===== config.mk =====
export PLATFORM = sky130hd
export DESIGN_NAME = trax_turn_controller
export DESIGN_NICKNAME = d
export VERILOG_FILES = /design/src/rtl/trax_turn_controller.sv
export SDC_FILE = /design/constraint.sdc
export NUM_CORES = 1
export LEC_CHECK = 0
export CAP_MARGIN = 20
export CORE_MARGIN = 2
export CORE_UTILIZATION = 43
export CTS_BUF_LIST = sky130_fd_sc_hd__clkbuf_16
export CTS_CLUSTER_DIAMETER = 30
export DETAILED_ROUTE_END_ITERATION = 7
export HOLD_SLACK_MARGIN = 0.08
export PLACE_DENSITY = 0.79
export SLEW_MARGIN = 0
export SYNTH_ARGS = -nofsm -noshare
export SYNTH_HDL_FRONTEND = slang
export SYNTH_SLANG_ARGS = --single-unit
export TNS_END_PERCENT = 30

===== constraint.sdc =====
create_clock -name clock -period 2 [get_ports clock]
set_input_delay 0.3 -clock clock [delete_from_list [all_inputs] [get_ports clock]]
set_output_delay 0.3 -clock clock [all_outputs]
set_load 0.1 [all_outputs]

===== src/rtl/trax_turn_controller.sv =====
// Turn sequencer for the TRAX player: colour latch, turn alternation,
// board updates and move hand-off. Optional engine timeout: TRAX_TIMEOUT_EN.
module trax_turn_controller #(
  parameter int MOVE_W         = 22,
  parameter int TIMEOUT_CYCLES = 50_000_000,
  parameter int CNT_W          = 26
) (
  input  logic              clock,
  input  logic              reset,
  input  logic              end_receive,
  input  logic [MOVE_W-1:0] move_out,
  input  logic              color,
  input  logic              tx_done,
  output logic [MOVE_W-1:0] move_in,
  output logic              start_transmit,
  output logic              board_wr,
  output logic [MOVE_W-1:0] board_move,
  input  logic              board_ack,
  input  logic              game_over,
  output logic              engine_req,
  input  logic [MOVE_W-1:0] engine_move,
  input  logic              engine_valid,
  output logic              my_color,
  output logic [7:0]        turn_count,
  output logic              err_protocol,
  output logic              err_timeout
);

  typedef enum logic [2:0] {
    S_COLOR,
    S_WAIT_OPP,
    S_APPLY_OPP,
    S_THINK,
    S_APPLY_OWN,
    S_SEND,
    S_HALT
  } state_t;

  state_t            state_q;
  logic [MOVE_W-1:0] move_in_q;
  logic              start_tx_q;
  logic              board_wr_q;
  logic [MOVE_W-1:0] board_move_q;
  logic              engine_req_q;
  logic              my_color_q;
  logic [7:0]        turn_q;
  logic              err_prot_q;

`ifdef TRAX_TIMEOUT_EN
  localparam logic [CNT_W-1:0] TO_LAST =
    CNT_W'(TIMEOUT_CYCLES - 1);
  logic [CNT_W-1:0]  cnt_q;
  logic              err_to_q;
`else
  logic unused_cfg;
  assign unused_cfg = ^{32'(TIMEOUT_CYCLES), 32'(CNT_W)};
`endif

  // Turn FSM; every output is a register updated here.
  always_ff @(posedge clock or posedge reset) begin
    if (reset) begin
      state_q      <= S_COLOR;
      move_in_q    <= '0;
      start_tx_q   <= 1'b0;
      board_wr_q   <= 1'b0;
      board_move_q <= '0;
      engine_req_q <= 1'b0;
      my_color_q   <= 1'b0;
      turn_q       <= '0;
      err_prot_q   <= 1'b0;
`ifdef TRAX_TIMEOUT_EN
      cnt_q        <= '0;
      err_to_q     <= 1'b0;
`endif
    end else begin
      start_tx_q <= 1'b0;
`ifdef TRAX_TIMEOUT_EN
      // Held at zero outside S_THINK, so it is zero on entry.
      if (state_q != S_THINK) cnt_q <= '0;
`endif
      case (state_q)
        S_COLOR: begin
          if (end_receive) begin
            my_color_q <= color;
            if (color) begin
              state_q      <= S_THINK;
              engine_req_q <= 1'b1;
            end else begin
              state_q <= S_WAIT_OPP;
            end
          end
        end
        S_WAIT_OPP: begin
          if (end_receive) begin
            board_move_q <= move_out;
            board_wr_q   <= 1'b1;
            state_q      <= S_APPLY_OPP;
          end
        end
        S_APPLY_OPP: begin
          if (end_receive) err_prot_q <= 1'b1;
          if (board_ack) begin
            board_wr_q <= 1'b0;
            turn_q     <= turn_q + 8'd1;
            if (game_over) begin
              state_q <= S_HALT;
            end else begin
              state_q      <= S_THINK;
              engine_req_q <= 1'b1;
            end
          end
        end
        S_THINK: begin
          if (end_receive) err_prot_q <= 1'b1;
          if (engine_valid) begin
            move_in_q    <= engine_move;
            board_move_q <= engine_move;
            engine_req_q <= 1'b0;
            board_wr_q   <= 1'b1;
            state_q      <= S_APPLY_OWN;
          end
`ifdef TRAX_TIMEOUT_EN
          else if (cnt_q == TO_LAST) begin
            engine_req_q <= 1'b0;
            err_to_q     <= 1'b1;
            state_q      <= S_HALT;
          end else begin
            cnt_q <= cnt_q + 1'b1;
          end
`endif
        end
        S_APPLY_OWN: begin
          if (end_receive) err_prot_q <= 1'b1;
          if (board_ack) begin
            board_wr_q <= 1'b0;
            start_tx_q <= 1'b1;
            state_q    <= S_SEND;
          end
        end
        S_SEND: begin
          if (end_receive) err_prot_q <= 1'b1;
          if (tx_done) begin
            turn_q  <= turn_q + 8'd1;
            state_q <= game_over ? S_HALT : S_WAIT_OPP;
          end
        end
        S_HALT: begin
          if (end_receive) err_prot_q <= 1'b1;
        end
        default: state_q <= S_COLOR;
      endcase
    end
  end

  assign move_in        = move_in_q;
  assign start_transmit = start_tx_q;
  assign board_wr       = board_wr_q;
  assign board_move     = board_move_q;
  assign engine_req     = engine_req_q;
  assign my_color       = my_color_q;
  assign turn_count     = turn_q;
  assign err_protocol   = err_prot_q;
`ifdef TRAX_TIMEOUT_EN
  assign err_timeout    = err_to_q;
`else
  assign err_timeout    = 1'b0;
`endif

endmodule


==> run summary <==
==========================================================================================
Count of flip-flops with a built-in enable after synthesis ..................            0
Number of global-route vias before repair ...................................        2,168
Warning count from the yosys run ............................................            0
Slowest cell delay on critical path .........................................       590 ps
Starting density of the core ................................................        44.2%
Leading post-synthesis cells by cell area ................................... sky130_fd_sc_hd__dfrtp_1, sky130_fd_sc_hd__mux2_2, sky130_fd_sc_hd__mux2i_1
Share of final-layout standard cells stronger than drive strength 1 .........        32.7%
Final total negative setup slack ............................................         0 ps
Final critical-path share of the clock period ...............................        89.6%
Area Growth Syn to Fin ......................................................        47.2%
Dominant cell type by area after synthesis .................................. sky130_fd_sc_hd__dfrtp_1
RSZ-0062 raised after global routing ........................................        false
Worst Skew ..................................................................      5.43 ps
Setup Viol. Count Final .....................................................            0
Clock root buffer ........................................................... sky130_fd_sc_hd__clkbuf_16
Headroom to the max-slew limit ..............................................        65.4%
Boundary pin count ..........................................................          110
Number of vias per cell after detailed routing ..............................         4.99
Clock edge transition at the registers on the reported setup and hold paths .        50 ps
Arrival time of the worst setup path ........................................      2000 ps
CP Cell Sequence ............................................................ nor4b_1 > a211oi_4 > nand3_1 > mux2_2
Crit path buf inv count .....................................................            0
Startpoint type of the worst setup path .....................................     register
Synth unique cells ..........................................................           41
Routed via count ............................................................        2,139
Total number of nets in the final design ....................................          400
Area fraction of the dominant cell type after synthesis .....................        54.2%
Hold_buf cts ................................................................            0
Overall Global Routing Usage ................................................        19.2%
Iter 0 DRT Violations .......................................................           77
Maximum clock frequency .....................................................      558 MHz
Highest Signal Layer ........................................................         met4
CTS tree ....................................................................         done
Post-synthesis cell count ...................................................          232
Routability cong. ...........................................................        0.781
Row Count ...................................................................           29
Remaining number of nets flagged by the antenna check after routing .........            0
Syn avg cell area ...........................................................    12.0 um^2
Async set or reset register ratio after synthesis ...........................         100%
Die W .......................................................................      84.3 um
Family with the most delay on the worst path ................................ simple AND/OR/NAND/NOR gates
Max stage delay cell, worst path ............................................ sky130_fd_sc_hd__dfrtp_1
WL met3 .....................................................................       465 um
CP Max Fanout ...............................................................           12
H-tree depth ................................................................            3
Port Buffer Count ...........................................................          108
Number of register bits inferred by synthesis ...............................           60
Detail-routed net length per standard cell ..................................      15.3 um
Floorplan die area .......................................................... 0.00711 mm^2
Area inside the core boundary ............................................... 0.00628 mm^2
Worst hold-check path type ..................................................     in2async
Number of buffers inserted to repair setup after CTS ........................            0
Detail Placement HPWL .......................................................      4.58 mm
Total detailed-routing wirelength ...........................................      6.56 mm
Count of inserted antenna diode cells .......................................            0
Prevailing post-synth register cell ......................................... sky130_fd_sc_hd__dfrtp_1
Number of hold violations in the final report ...............................            0
Clock latency reported for the late side of the worst-skew pair .............       320 ps
Clock period minus final worst setup slack ..................................      1790 ps
Global-route wire length before repair ......................................      10.7 mm
Die height ..................................................................      84.3 um
Run status .................................................................. complete, no violations
Number of buffers created by CTS ............................................            9
Number of optimization iterations in the first detailed-route pass ..........            4
Worst setup path category ...................................................      reg2reg
Net Count, Synth ............................................................          285
Worst Setup End Kind ........................................................     register
Initial antenna violation count .............................................            0
Metal1 wirelength ...........................................................      2.76 mm
Remaining Overflow, GRT .....................................................            0
WL met2 .....................................................................      3.21 mm
Remaining design rule violation count .......................................            0
Worst path required time ....................................................      2200 ps
Largest net degree at the start of global routing ...........................           61
Max Buffers Root-to-Sink ....................................................            2
Max-capacitance violation count .............................................            0
Worst-margin pin slew .......................................................       512 ps
Cts repair resizes ..........................................................            0
# clock sinks ...............................................................           60
Total count of max-transition violations in the final report ................            0
Sequential share of the synthesized area ....................................        54.2%
Total standard cell area after synthesis .................................... 0.00277 mm^2
==========================================================================================
## per-layer routing
metal  vias up  track usage [%]
li1       1056                -
met1       998             24.0
met4         0             8.06
met2        73             31.4
met3        12             5.60
met5         -                0
## final cells by class
type	count	area, um^2
fillers	513	2200
multi-input cells	156	1170
inverters	1	3.75
repair buffers	119	1050
well taps	77	96.3
flip-flops and latches	60	1500
clock buffers	9	225
clock inverters	7	36.3
## worst register-to-register path, stage by stage (launching register included)
cell                       delay [ps]
sky130_fd_sc_hd__dfrtp_1          590
sky130_fd_sc_hd__nor4b_1          500
sky130_fd_sc_hd__a211oi_4          90
sky130_fd_sc_hd__nand3_1          160
sky130_fd_sc_hd__mux2_2           340
## per-stage QoR
step	instances	cell area (um^2)	hold slack [ps]	setup WS (ps)	util [%]
floorplan	232	2770	450	157	-
global placement	413	3820	455	145	60.9
detailed placement	413	3820	460	86.9	60.9
CTS	429	4080	393	203	65.0
global route	429	4080	426	93.6	65.0
finish	429	4080	366	208	65.0
## registers in the layout, indices dropped and copies added (netlist names)
register,cells
board_move,22
move_in,22
turn_count,8
state_q,3
board_wr,1
engine_req,1
err_protocol,1
my_color,1
start_transmit,1
## path summary, 6_finish.rpt
path / from / to / slack [ps] / depth (start not counted)
max: state_q[0] / state_q[1] / 210 / 4
min: reset / turn_count[4] / 370 / 3
max reg2reg: state_q[0] / state_q[1] / 210 / 4
min reg2reg: err_protocol / err_protocol / 470 / 1
max in group asynchronous: reset / move_in[16] / 1360 / 3
min in group clock: err_protocol / err_protocol / 470 / 1
## cells in the final DEF (no fill, tap or decap), types with 2 or more instances in the layout
cell and count:
sky130_fd_sc_hd__nand3b_1 2, sky130_fd_sc_hd__nand2b_1 3, sky130_fd_sc_hd__nand4_1 4, sky130_fd_sc_hd__inv_1 2, sky130_fd_sc_hd__clkinv_2 4, sky130_fd_sc_hd__xnor2_1 6, sky130_fd_sc_hd__a21oi_1 2, sky130_fd_sc_hd__and3_1 3
sky130_fd_sc_hd__nand2_1 29, sky130_fd_sc_hd__clkdlybuf4s50_1 51, sky130_fd_sc_hd__mux2_2 26, sky130_fd_sc_hd__buf_12 2, sky130_fd_sc_hd__nand3_1 3, sky130_fd_sc_hd__nor2b_1 2, sky130_fd_sc_hd__nor2_1 2, sky130_fd_sc_hd__buf_4 66
sky130_fd_sc_hd__mux2i_1 23, sky130_fd_sc_hd__clkbuf_16 9, sky130_fd_sc_hd__o2bb2ai_1 2, sky130_fd_sc_hd__dfrtp_1 60, sky130_fd_sc_hd__o21ai_0 25, sky130_fd_sc_hd__nor3_1 4
## cell families after synthesis
family	count (synthesis)	share of synthesized area, %
compound gates	38	9.16
xor+xnor	7	2.21
fa+ha+maj	1	0.451
buf+inv	16	3.56
flops	60	54.2
mux	49	18.9
other cells	1	0.135
simple gates	60	11.5
## cells in the mapped netlist (4+ instances only)
| master | instances |
|---|---|
| sky130_fd_sc_hd__buf_4 | 4 |
| sky130_fd_sc_hd__nand2_1 | 29 |
| sky130_fd_sc_hd__mux2_2 | 26 |
| sky130_fd_sc_hd__dfrtp_1 | 60 |
| sky130_fd_sc_hd__o21ai_0 | 25 |
| sky130_fd_sc_hd__xnor2_1 | 6 |
| sky130_fd_sc_hd__nand4_1 | 4 |
| sky130_fd_sc_hd__nor3_1 | 4 |
| sky130_fd_sc_hd__mux2i_1 | 23 |
| sky130_fd_sc_hd__buf_2 | 7 |
Power is left out: the tool's default activity adds up to more than one toggle a clock period on the data nets, which glitch-free logic cannot reach.
